--- src/rtl/alu_share_arbiter.sv ---
// Shares one ALU between two requesters, with a one-entry response buffer per requester.
// Define ALU_ARB_FIXED_PRIO_EN for fixed priority (requester 0 first); the default is round-robin.
module alu_share_arbiter #(
    parameter int WIDTH = 32
) (
    input  logic             clk_i,
    input  logic             rst_i,

    input  logic             req0_valid_i,
    output logic             req0_ready_o,
    input  logic [3:0]       req0_ctrl_i,
    input  logic [WIDTH-1:0] req0_src1_i,
    input  logic [WIDTH-1:0] req0_src2_i,

    input  logic             req1_valid_i,
    output logic             req1_ready_o,
    input  logic [3:0]       req1_ctrl_i,
    input  logic [WIDTH-1:0] req1_src1_i,
    input  logic [WIDTH-1:0] req1_src2_i,

    output logic             rsp0_valid_o,
    input  logic             rsp0_ready_i,
    output logic [WIDTH-1:0] rsp0_result_o,
    output logic             rsp0_zero_o,
    output logic             rsp0_err_o,

    output logic             rsp1_valid_o,
    input  logic             rsp1_ready_i,
    output logic [WIDTH-1:0] rsp1_result_o,
    output logic             rsp1_zero_o,
    output logic             rsp1_err_o,

    output logic [3:0]       alu_ctrl_o,
    output logic [WIDTH-1:0] alu_src1_o,
    output logic [WIDTH-1:0] alu_src2_o,
    input  logic [WIDTH-1:0] alu_result_i,
    input  logic             alu_zero_i
);

    localparam logic [3:0] CTRL_ADD = 4'b0010;

    function automatic logic is_legal(input logic [3:0] code);
        case (code)
            4'b0000, 4'b0001, 4'b0010, 4'b0110,
            4'b0111, 4'b1010, 4'b1110, 4'b1111: is_legal = 1'b1;
            default:                            is_legal = 1'b0;
        endcase
    endfunction

    logic elig0, elig1;
    logic grant0, grant1;
    logic last_grant;
    logic legal0, legal1;

    assign legal0 = is_legal(req0_ctrl_i);
    assign legal1 = is_legal(req1_ctrl_i);

    // A slot being drained this cycle can accept a new result, hence the ready term.
    assign elig0 = req0_valid_i & (~rsp0_valid_o | rsp0_ready_i);
    assign elig1 = req1_valid_i & (~rsp1_valid_o | rsp1_ready_i);

    always_comb begin
        grant0 = 1'b0;
        grant1 = 1'b0;
        if (!rst_i) begin
`ifdef ALU_ARB_FIXED_PRIO_EN
            grant0 = elig0;
            grant1 = elig1 & ~elig0;
`else
            if (elig0 && elig1) begin
                grant0 = last_grant;
                grant1 = ~last_grant;
            end else begin
                grant0 = elig0;
                grant1 = elig1;
            end
`endif
        end
    end

    assign req0_ready_o = grant0;
    assign req1_ready_o = grant1;

    // Illegal codes and idle cycles park the ALU on a harmless add of zeros.
    always_comb begin
        alu_ctrl_o = CTRL_ADD;
        alu_src1_o = '0;
        alu_src2_o = '0;
        if (grant0 && legal0) begin
            alu_ctrl_o = req0_ctrl_i;
            alu_src1_o = req0_src1_i;
            alu_src2_o = req0_src2_i;
        end else if (grant1 && legal1) begin
            alu_ctrl_o = req1_ctrl_i;
            alu_src1_o = req1_src1_i;
            alu_src2_o = req1_src2_i;
        end
    end

    always_ff @(posedge clk_i) begin
        if (rst_i) begin
            last_grant    <= 1'b1;
            rsp0_valid_o  <= 1'b0;
            rsp0_result_o <= '0;
            rsp0_zero_o   <= 1'b0;
            rsp0_err_o    <= 1'b0;
            rsp1_valid_o  <= 1'b0;
            rsp1_result_o <= '0;
            rsp1_zero_o   <= 1'b0;
            rsp1_err_o    <= 1'b0;
        end else begin
            if (grant0)
                last_grant <= 1'b0;
            else if (grant1)
                last_grant <= 1'b1;

            if (grant0) begin
                rsp0_valid_o  <= 1'b1;
                rsp0_result_o <= legal0 ? alu_result_i : '0;
                rsp0_zero_o   <= legal0 & alu_zero_i;
                rsp0_err_o    <= ~legal0;
            end else if (rsp0_ready_i) begin
                rsp0_valid_o  <= 1'b0;
            end

            if (grant1) begin
                rsp1_valid_o  <= 1'b1;
                rsp1_result_o <= legal1 ? alu_result_i : '0;
                rsp1_zero_o   <= legal1 & alu_zero_i;
                rsp1_err_o    <= ~legal1;
            end else if (rsp1_ready_i) begin
                rsp1_valid_o  <= 1'b0;
            end
        end
    end

endmodule

--- config.mk ---
export PLATFORM = sky130hd
export DESIGN_NAME = alu_share_arbiter
export DESIGN_NICKNAME = d
export VERILOG_FILES = /design/src/rtl/alu_share_arbiter.sv
export SDC_FILE = /design/constraint.sdc
export NUM_CORES = 1
export LEC_CHECK = 0
export BUFFER_PORTS_ARGS = -buffer_cell sky130_fd_sc_hd__buf_2
export CORE_AREA = 3 3 122 124
export DETAILED_ROUTE_END_ITERATION = 8
export DIE_AREA = 0 0 125 127
export MAX_ROUTING_LAYER = met4
export PLACE_DENSITY_LB_ADDON = 0.12
export SLEW_MARGIN = 5
export SYNTH_ARGS = -nofsm -noshare
export SYNTH_HDL_FRONTEND = slang
export SYNTH_SLANG_ARGS = --single-unit
--- constraint.sdc ---
create_clock -name clk_i -period 4.2 [get_ports clk_i]
set_input_delay 0.42 -clock clk_i [delete_from_list [all_inputs] [get_ports clk_i]]
set_output_delay 0.42 -clock clk_i [all_outputs]
set_load 0.01 [all_outputs]
==> impl_metrics.toml, run 1 <==
[power]
p_per_area_nw_per_um2 = 343
pwr-share-clk_pct = 41.8
power_frac_seq_pct = 40.0
switchingPower_uw = 474
p_total_mw = 1.77
p_comb_share_pct = 18.2
internal_power_mw = 1.30
leakagePower_nw = 2.78
swShare_pct = 26.8
vdd_drop_max_v = 0.000172

[clocking]
postCtsSetupBuffers = 0
numClockSinks = 71
hold_buffers = 0
post_cts_resized = 0
cts_max_level = 3
root_buffer = "clkbuf_16"
cts_tree = "done"
cts_buffer_depth = 2
cts_buffers = 9
clk_pin_slew_ps = 50
clk_latency_ps = 340

[sta]
max_freq_mhz = 359
setup_ws_ps = 1410
holdWs_ps = 390
hold_viol = 0
worst_slew_pin_slew_ps = 895
fin_setup_tns_ps = 0
relSlewSlack_pct = 40.3
fin_worst_skew_ps = 9.87
slew_viol_final = 0
fin_crit_ps = 2790
fin_crit_sh_pct = 66.3
setup_viol = 0
rsz0062_at_grt = "false"

[setup_path]
critPathLaunchType = "flop"
r2r-start = "rsp1_valid_o"
path_class = "flop to primary output"
critPathLaunch = "rsp1_valid_o"
cp-end-kind = "primary output"
crit_required_ps = 3780
cp_max_fo = 76
arrival_ps = 2370

[placement]
portBuffers = 314
dp_slack_ps = 1540
post_dp_cell_area_um2 = 4850
dp_cells = 767
dp_hpwl_um = 12500
place.gp.congestion = 0.962

[cells_and_area]
layoutNonFillerInstCount = 791
seq_area_um2 = 1420
stdcell_area_um2 = 5160
nNetsFinal = 773
fillCellCount = 1468
drive_gt1_share_pct = 56.9
post-route-util_pct = 37.2
multiInputGateArea_um2 = 1570
area_delta_synth_final_pct = 62.6

[routing]
drc = 0
wl_per_cell_um = 20.7
postRouteAntennaNets = 0
vias = 3733
routed_via_density = 4.72
routed_wl_um = 16300
drt_pass1_iterations = 4
first_iter_violations = 183

[floorplan]
die_area_um2 = 15900
die_w_um = 125
die_h_um = 127
start_util_pct = 22.9
core-area_um2 = 13900
num_rows = 43
pin_count = 315

[global_routing]
grt_overflow = 0
top_usage_layer = "met2"
grtUsageMet1_pct = 22.7
use_met2_pct = 30.7
grt_pass1_vias = 3836
grt_pass1_wl_um = 23300
grt_max_degree = 77
grt_usage_pct = 19.6
met3_usage_pct = 9.03
antenna_found_initial = 7

[logic_synthesis]
synthAdderAreaFrac_pct = 0
synth_area_um2 = 3180
synth_mux_area_share_pct = 0
synth_top_family_by_area = "compound AO/OA/AOI/OAI gates"
synth_simple_gate_area_share_pct = 10.4
synth_nets = 476
ys_ff_latch = 71
synth_xor_area_share_pct = 0
synth-compound-area-share_pct = 38.8
syn_area_per_cell_um2 = 10.5
synth_cell_types = 25
yosysSeqAreaShare_pct = 44.8
synthCells = 301
yosysWarnings = 0

[hold_path]
hold_path_class = "primary input to flop"
min_from = "rsp1_ready_i"

[run]
maxCapViolations = 0

[run_status]
status = "completed"
-- power groups by stage --
stage	registers (mW)	clock network, mW	logic (mW)
2_1_floorplan	0.731	0	0.145
3_3_place_gp	0.721	0	0.325
3_5_place_dp	0.721	0	0.325
4_1_cts	0.707	0.753	0.326
5_1_grt	0.710	0.781	0.349
6_report	0.707	0.740	0.323
-- sequential cells by signal, summed over array words and instances (netlist names) --
| register | cells |
|---|---|
| rsp0_result_o | 32 |
| rsp1_zero_o | 1 |
| rsp0_valid_o | 1 |
| rsp0_err_o | 1 |
| rsp1_valid_o | 1 |
| rsp1_err_o | 1 |
| rsp0_zero_o | 1 |
| last_grant | 1 |
| rsp1_result_o | 32 |
-- worst max-delay path: stages (launching register included) --
cell and delay (ps):
dfxtp_1 360, nand2b_4 70, and3b_4 210, nor4_4 230, buf_4 660, a22o_1 270
buf_2 150
-- layout make-up --
type / instances / area share, %
Timing Repair Buffer: 320 / 31.3
Tap cell: 180 / 4.36
Sequential cell: 71 / 27.5
Clock inverter: 4 / 0.557
Multi-Input combinational cell: 192 / 30.4
Inverter: 4 / 0.291
Antenna cell: 8 / 0.388
Clock buffer: 12 / 5.16
-- metal layers --
metal / vias up / routed length [µm]
li1: 1772 / -
met3: 29 / 1670
met5: - / 0
met2: 194 / 7640
met1: 1738 / 6660
met4: 0 / 375
-- cell usage in the layout (no fill, tap or decap), drive strengths merged, types with 3 or more instances in the layout --
| master | instances |
|---|---|
| buf | 320 |
| nor2b | 36 |
| clkbuf | 12 |
| dfxtp | 71 |
| nand2 | 3 |
| nor3 | 3 |
| nand2b | 3 |
| diode | 8 |
| a22o | 133 |
| inv | 4 |
-- cells in the mapped netlist --
library cell  number  area (µm²)
a22o_1           133        1160
dfxtp_1           71        1420
nor2b_1           36         225
buf_2             17        85.1
clkbuf_1           9        33.8
buf_4              7        52.6
inv_1              4        15.0
nand2_1            3        11.3
a21oi_1            2        10.0
nand2b_1           2        12.5
nor2_1             2        7.51
nor3_1             2        10.0
a211o_1            1        8.76
a211oi_1           1        7.51
a22oi_1            1        7.51
and3b_4            1        12.5
clkbuf_2           1        5.00
nand2b_4           1        13.8
nor3_2             1        10.0
nor4_4             1        21.3
o211ai_2           1        12.5
o21ai_0            1        5.00
o21ba_2            1        10.0
o22ai_1            1        6.26
or3_1              1        6.26
-- cells by family after synthesis --
kind of cell	Yosys count
AO/OA/AOI/OAI	142
flip-flops	71
AND/OR/NAND/NOR	50
buffers and inverters	38
-- worst paths after layout --
check | slack [ps] | endpoint | cells after the start
worst max-delay path | 1410 | alu_src1_o[22] | 6
worst min-delay path | 390 | rsp1_valid_o | 3
worst max register to register | 2270 | rsp0_result_o[6] | 5
worst min register to register | 470 | rsp0_result_o[19] | 1
(Power assumes the default switching activity.)
==> run 2: changes to the inputs <==
--- a/config.mk
+++ b/config.mk
@@ -6,9 +6,9 @@
 export NUM_CORES = 1
 export LEC_CHECK = 0
 export BUFFER_PORTS_ARGS = -buffer_cell sky130_fd_sc_hd__buf_2
-export CORE_AREA = 3 3 122 124
+export CORE_AREA = 3 3 120 122
 export DETAILED_ROUTE_END_ITERATION = 8
-export DIE_AREA = 0 0 125 127
+export DIE_AREA = 0 0 123 125
 export MAX_ROUTING_LAYER = met4
 export PLACE_DENSITY_LB_ADDON = 0.12
 export SLEW_MARGIN = 5
==> constraint.sdc (replaced) <==
create_clock -name clk_i -period 2.6 [get_ports clk_i]
set_input_delay 0.26 -clock clk_i [delete_from_list [all_inputs] [get_ports clk_i]]
set_output_delay 0.26 -clock clk_i [all_outputs]
set_load 0.01 [all_outputs]
==> impl_metrics.toml, run 2 (same netlist as run 1, synthesis figures left out) <==
[setup_path]
r2r-start = "rsp0_valid_o"
r2r_cells = 5
arrival_ps = 2020
critPathLaunchType = "flop"
path_class = "flop to primary output"
cp-end-kind = "primary output"
reg2reg_slack_ps = 960
r2r_end = "rsp1_result_o[3]"
cp_max_fo = 81
crit_required_ps = 2340

[power]
vdd_drop_max_v = 0.000297
switchingPower_uw = 724
leakagePower_nw = 2.78
p_comb_share_pct = 18.9
pwr-share-clk_pct = 39.8
swShare_pct = 26.2
internal_power_mw = 2.04
p_per_area_nw_per_um2 = 534
power_frac_seq_pct = 41.4

[placement]
portBuffers = 314
place.gp.congestion = 0.935
dp_hpwl_um = 12200
post_dp_cell_area_um2 = 4880

[routing]
routed_via_density = 4.70
postRouteAntennaNets = 0
wl_per_cell_um = 19.7
drt_pass1_iterations = 4
first_iter_violations = 147
drc = 0
routed_wl_um = 15600
vias = 3720

[floorplan]
num_rows = 42
core-area_um2 = 13300
die_w_um = 123
start_util_pct = 23.9
die_h_um = 125
die_area_um2 = 15400
pin_count = 315

[sta]
fin_crit_sh_pct = 87.9
fin_setup_tns_ps = 0
setup_viol = 0
rsz0062_at_grt = "false"
fin_crit_ps = 2280
relSlewSlack_pct = 69.1
worst_slew_pin_slew_ps = 463
max_freq_mhz = 438
slew_viol_final = 0
hold_viol = 0
fin_worst_skew_ps = 9.85

[clocking]
clk_latency_ps = 330
cts_buffer_depth = 2
postCtsSetupBuffers = 0
hold_buffers = 0
clk_pin_slew_ps = 50
numClockSinks = 71
root_buffer = "clkbuf_16"
post_cts_resized = 0
cts_tree = "done"
cts_buffers = 9
cts_max_level = 3

[cells_and_area]
drive_gt1_share_pct = 56.6
area_delta_synth_final_pct = 62.9
nNetsFinal = 774
reg.largest.list = "rsp0_result_o x32, rsp1_result_o x32"
layout_commonest_cell = "buf_2"
stdcell_area_um2 = 5170
layout_common_cells = "buf_2, a22o_1, dfxtp_1"

[global_routing]
grt_pass1_vias = 3853
grt_usage_pct = 19.9
grt_max_degree = 85
antenna_found_initial = 11
grt_pass1_wl_um = 22900
grt_overflow = 0

[hold_path]
min_from = "rsp1_ready_i"
whs_endpoint = "rsp1_valid_o"
hold_path_depth = 3
hold_path_class = "primary input to flop"

[run]
maxCapViolations = 0

[run_status]
status = "completed"
## run 2: cell count changes in the layout (fill, tap and decap cells not counted), sizes merged
cell	delta
buf	+1
clkinv	-1
diode	+4
## run 2: power groups by stage
stage               Sequential [mW]  Clock [mW]  Combinational, mW
floorplan                      1.18           0              0.234
global placement               1.16           0              0.527
detailed placement             1.17           0              0.529
CTS                            1.14        1.13              0.530
global route                   1.15        1.18              0.568
finish                         1.14        1.10              0.522
## run 2: final cells by class
class / instances / area (µm²)
flip-flops and latches: 71 / 1420
multi-input cells: 192 / 1570
clock buffers: 12 / 246
clock inverters: 3 / 20.0
well taps: 176 / 220
repair buffers: 321 / 1650
inverters: 4 / 15.0
diodes: 12 / 30.0
fillers: 1373 / 8120
## run 2: worst max path at each step
stage / from / cells past startpoint / endpoint / slack (ps)
floorplan: rsp1_valid_o / 5 / alu_src2_o[10] / 910
global placement: rsp1_ready_i / 7 / alu_src1_o[23] / 590
detailed placement: rsp1_ready_i / 7 / alu_src1_o[23] / 590
CTS: rsp1_valid_o / 6 / alu_src1_o[23] / 300
global route: rsp0_valid_o / 6 / alu_src1_o[23] / 140
finish: rsp1_valid_o / 6 / alu_src1_o[23] / 320
## run 2: worst max-delay path, stage by stage, from the launching register on
cell	delay (ps)
dfxtp_1	360
nand2b_4	70
and3b_4	210
nor4_4	290
buf_12	350
a22o_1	210
buf_2	160
## run 2: layer usage
layer,part of all wire (%),vias to the layer above,track usage [%]
li1,-,1783,-
met2,47,175,31.5
met3,12,7,10.6
met1,40,1755,22.8
met5,0,-,-
met4,0.54,0,3.13
## run 2: through the flow
step / util [%] / hold WS, ps / cells / power, mW / worst slack, ps
floorplan: - / 451 / 301 / 1.41 / 914
global placement: 36.7 / 451 / 764 / 1.69 / 595
detailed placement: 36.7 / 452 / 764 / 1.69 / 588
CTS: 38.7 / 223 / 779 / 2.80 / 295
global route: 38.9 / 247 / 790 / 2.90 / 145
finish: 38.9 / 241 / 791 / 2.76 / 315
==> run 3: changes to the inputs <==
--- a/config.mk
+++ b/config.mk
@@ -5,8 +5,9 @@
 export SDC_FILE = /design/constraint.sdc
 export NUM_CORES = 1
 export LEC_CHECK = 0
+export ABC_AREA = 1
 export BUFFER_PORTS_ARGS = -buffer_cell sky130_fd_sc_hd__buf_2
-export CORE_AREA = 3 3 120 122
+export CORE_AREA = 2 2 121 123
 export DETAILED_ROUTE_END_ITERATION = 8
 export DIE_AREA = 0 0 123 125
 export MAX_ROUTING_LAYER = met4
==> impl_metrics.toml, run 3 <==
[run_status]
status = "completed"

[logic_synthesis]
synth_area_leaders = "dfxtp_1, nand2_1, nor2_1"
synth-edff-count = 0
synthCells = 692
synth_area_leader_cell = "dfxtp_1"
ys.flop_type = "dfxtp_1"
yosysSeqAreaShare_pct = 34.8
ys_ff_latch = 71
synth_nets = 867
synth_most_common_cell = "nand2_1"
synthTopCellsByCount = "nand2_1, nor2_1, dfxtp_1, inv_1, nand3_1"
syn_area_per_cell_um2 = 5.91
yosysWarnings = 0
synth_area_um2 = 4090
yosysTopAreaCellShare_pct = 34.8
async_reset_ff_share_pct = 0
synth_cell_types = 24

[setup_path]
path_depth = 9
critPathLaunchType = "flop"
reg2reg_slack_ps = 910
crit_chain = "nand2_1, nand3_1, inv_2, nand3_1, inv_2, buf_12, nand2_1, nand2_1, buf_2"
max_stage_delay_ps = 300
crit_buf_inv = 4
r2r-start = "rsp1_valid_o"
path_class = "flop to primary output"
crit_required_ps = 2340
cp_slowest_cell = "dfxtp_1"
arrival_ps = 1810
cp_max_fo = 67
path_delay_family = "simple AND/OR/NAND/NOR gates"
r2r_cells = 6
crit_top_cell = "nand2_1"
cp-end-kind = "primary output"
r2r_end = "rsp0_result_o[15]"

[sta]
slew_viol_final = 0
hold_viol = 0
setup_viol = 0
relSlewSlack_pct = 50.3
fin_crit_sh_pct = 79.6
max_freq_mhz = 483
holdWs_ps = 264
worst_slew_pin_slew_ps = 745
fin_crit_ps = 2070
fin_setup_tns_ps = 0
rsz0062_at_grt = "false"
fin_worst_skew_ps = 7.26

[power]
p_per_area_nw_per_um2 = 505
vdd_drop_max_v = 0.000395
leakagePower_nw = 3.50
p_total_mw = 3.08

[routing]
routed_wl_um = 17600
wl_per_cell_um = 15.0
drt_pass1_iterations = 5
routed_via_density = 4.45
vias = 5207
drc = 0
first_iter_violations = 317
postRouteAntennaNets = 0

[clocking]
clk_latency_ps = 330
cts_buffers = 9
cts_max_level = 3
cts_buffer_depth = 2
hold_buffers = 0
numClockSinks = 71
root_buffer = "clkbuf_16"
post_cts_resized = 0
postCtsSetupBuffers = 0
clk_pin_slew_ps = 60
cts_tree = "done"

[floorplan]
core-area_um2 = 14200
die_area_um2 = 15400
die_h_um = 125
start_util_pct = 28.8
num_rows = 44
pin_count = 315
die_w_um = 123

[cells_and_area]
layout_commonest_cell = "buf_2"
area_delta_synth_final_pct = 49.1
reg.largest.list = "rsp0_result_o x32, rsp1_result_o x32"
layout_common_cells = "buf_2, nand2_1, nor2_1"
drive_gt1_share_pct = 35.3
nNetsFinal = 1156

[global_routing]
grt_pass1_wl_um = 25900
antenna_found_initial = 1
grt_overflow = 0
grt_usage_pct = 22.3
grt_max_degree = 69
grt_pass1_vias = 4644

[placement]
place.gp.congestion = 0.795
portBuffers = 314
dp_hpwl_um = 13200

[hold_path]
min_from = "alu_result_i[10]"
hold_path_class = "primary input to flop"
whs_endpoint = "rsp0_result_o[10]"
hold_path_depth = 5

[run]
maxCapViolations = 0
## run 3: cell types whose count changed in the layout (fill, tap and decap cells not counted), sizes merged, moves of 3 or more
cell    before  now
nand2        3  275
nor2         2  142
a22o       133    0
inv          4   42
nand3        0   38
nor2b       36    1
a21boi       0   33
a21oi        2   35
diode       12    1
buf        321  325
nand2b       3    0
## run 3: worst max-delay path by stage
stage                       from             end  slack, ps
global placement    rsp0_ready_i   alu_ctrl_o[1]        760
global route        rsp0_valid_o   alu_src2_o[0]        340
detailed placement  rsp0_ready_i   alu_ctrl_o[1]        750
floorplan           rsp1_valid_o  alu_src1_o[10]       1030
finish              rsp0_valid_o   alu_src2_o[0]        530
CTS                 rsp0_valid_o   alu_ctrl_o[1]        450
## run 3: power by group
part,switching (mW),internal (mW)
sequential,0.0211,1.13
clock,0.450,0.822
combinational,0.393,0.264
## run 3: layout make-up
| class | count | area, µm² |
|---|---|---|
| clock inverter | 2 | 37.5 |
| inverter | 42 | 158 |
| clock buffer | 14 | 274 |
| tap | 184 | 230 |
| timing repair buffer | 325 | 1690 |
| fill | 1637 | 8110 |
| multi-input combinational | 532 | 2280 |
| antenna | 1 | 2.50 |
| sequential | 71 | 1420 |
## run 3: kinds of logic after synthesis
group                  count (synthesis)  share of synthesized area (%)
and+or+nand+nor                      459                           44.2
DFF                                   71                           34.8
buffers and inverters                 89                           9.55
AOI/OAI and AO/OA                     73                           11.5
## run 3: routing by layer
| layer | part of all wire [%] | up-vias | track usage, % | wire length, µm |
|---|---|---|---|---|
| met3 | 6.5 | 14 | 3.51 | 1140 |
| li1 | - | 2699 | - | - |
| met1 | 41 | 2306 | 27.1 | 7280 |
| met2 | 51 | 188 | 38.3 | 8970 |
| met4 | 1.2 | 0 | 5.75 | 210 |
| met5 | 0 | - | - | 0 |
## run 3: worst register-to-register path: stages (launching register included)
cell,delay [ps]
dfxtp_1,390
nand2_1,90
nand3_1,130
nor2b_2,530
buf_12,250
nand2_1,80
a21oi_1,140
## run 3: stage by stage
| stage | area (µm²) | cells | util (%) | worst slack (ps) |
|---|---|---|---|---|
| final | 6090 | 1171 | 42.9 | 531 |
| after global routing | 6090 | 1171 | 42.9 | 342 |
| after CTS | 6090 | 1170 | 42.9 | 454 |
| after detailed placement | 5780 | 1154 | 40.7 | 747 |
| after global placement | 5780 | 1154 | 40.7 | 763 |
| after floorplan | 4090 | 692 | - | 1030 |
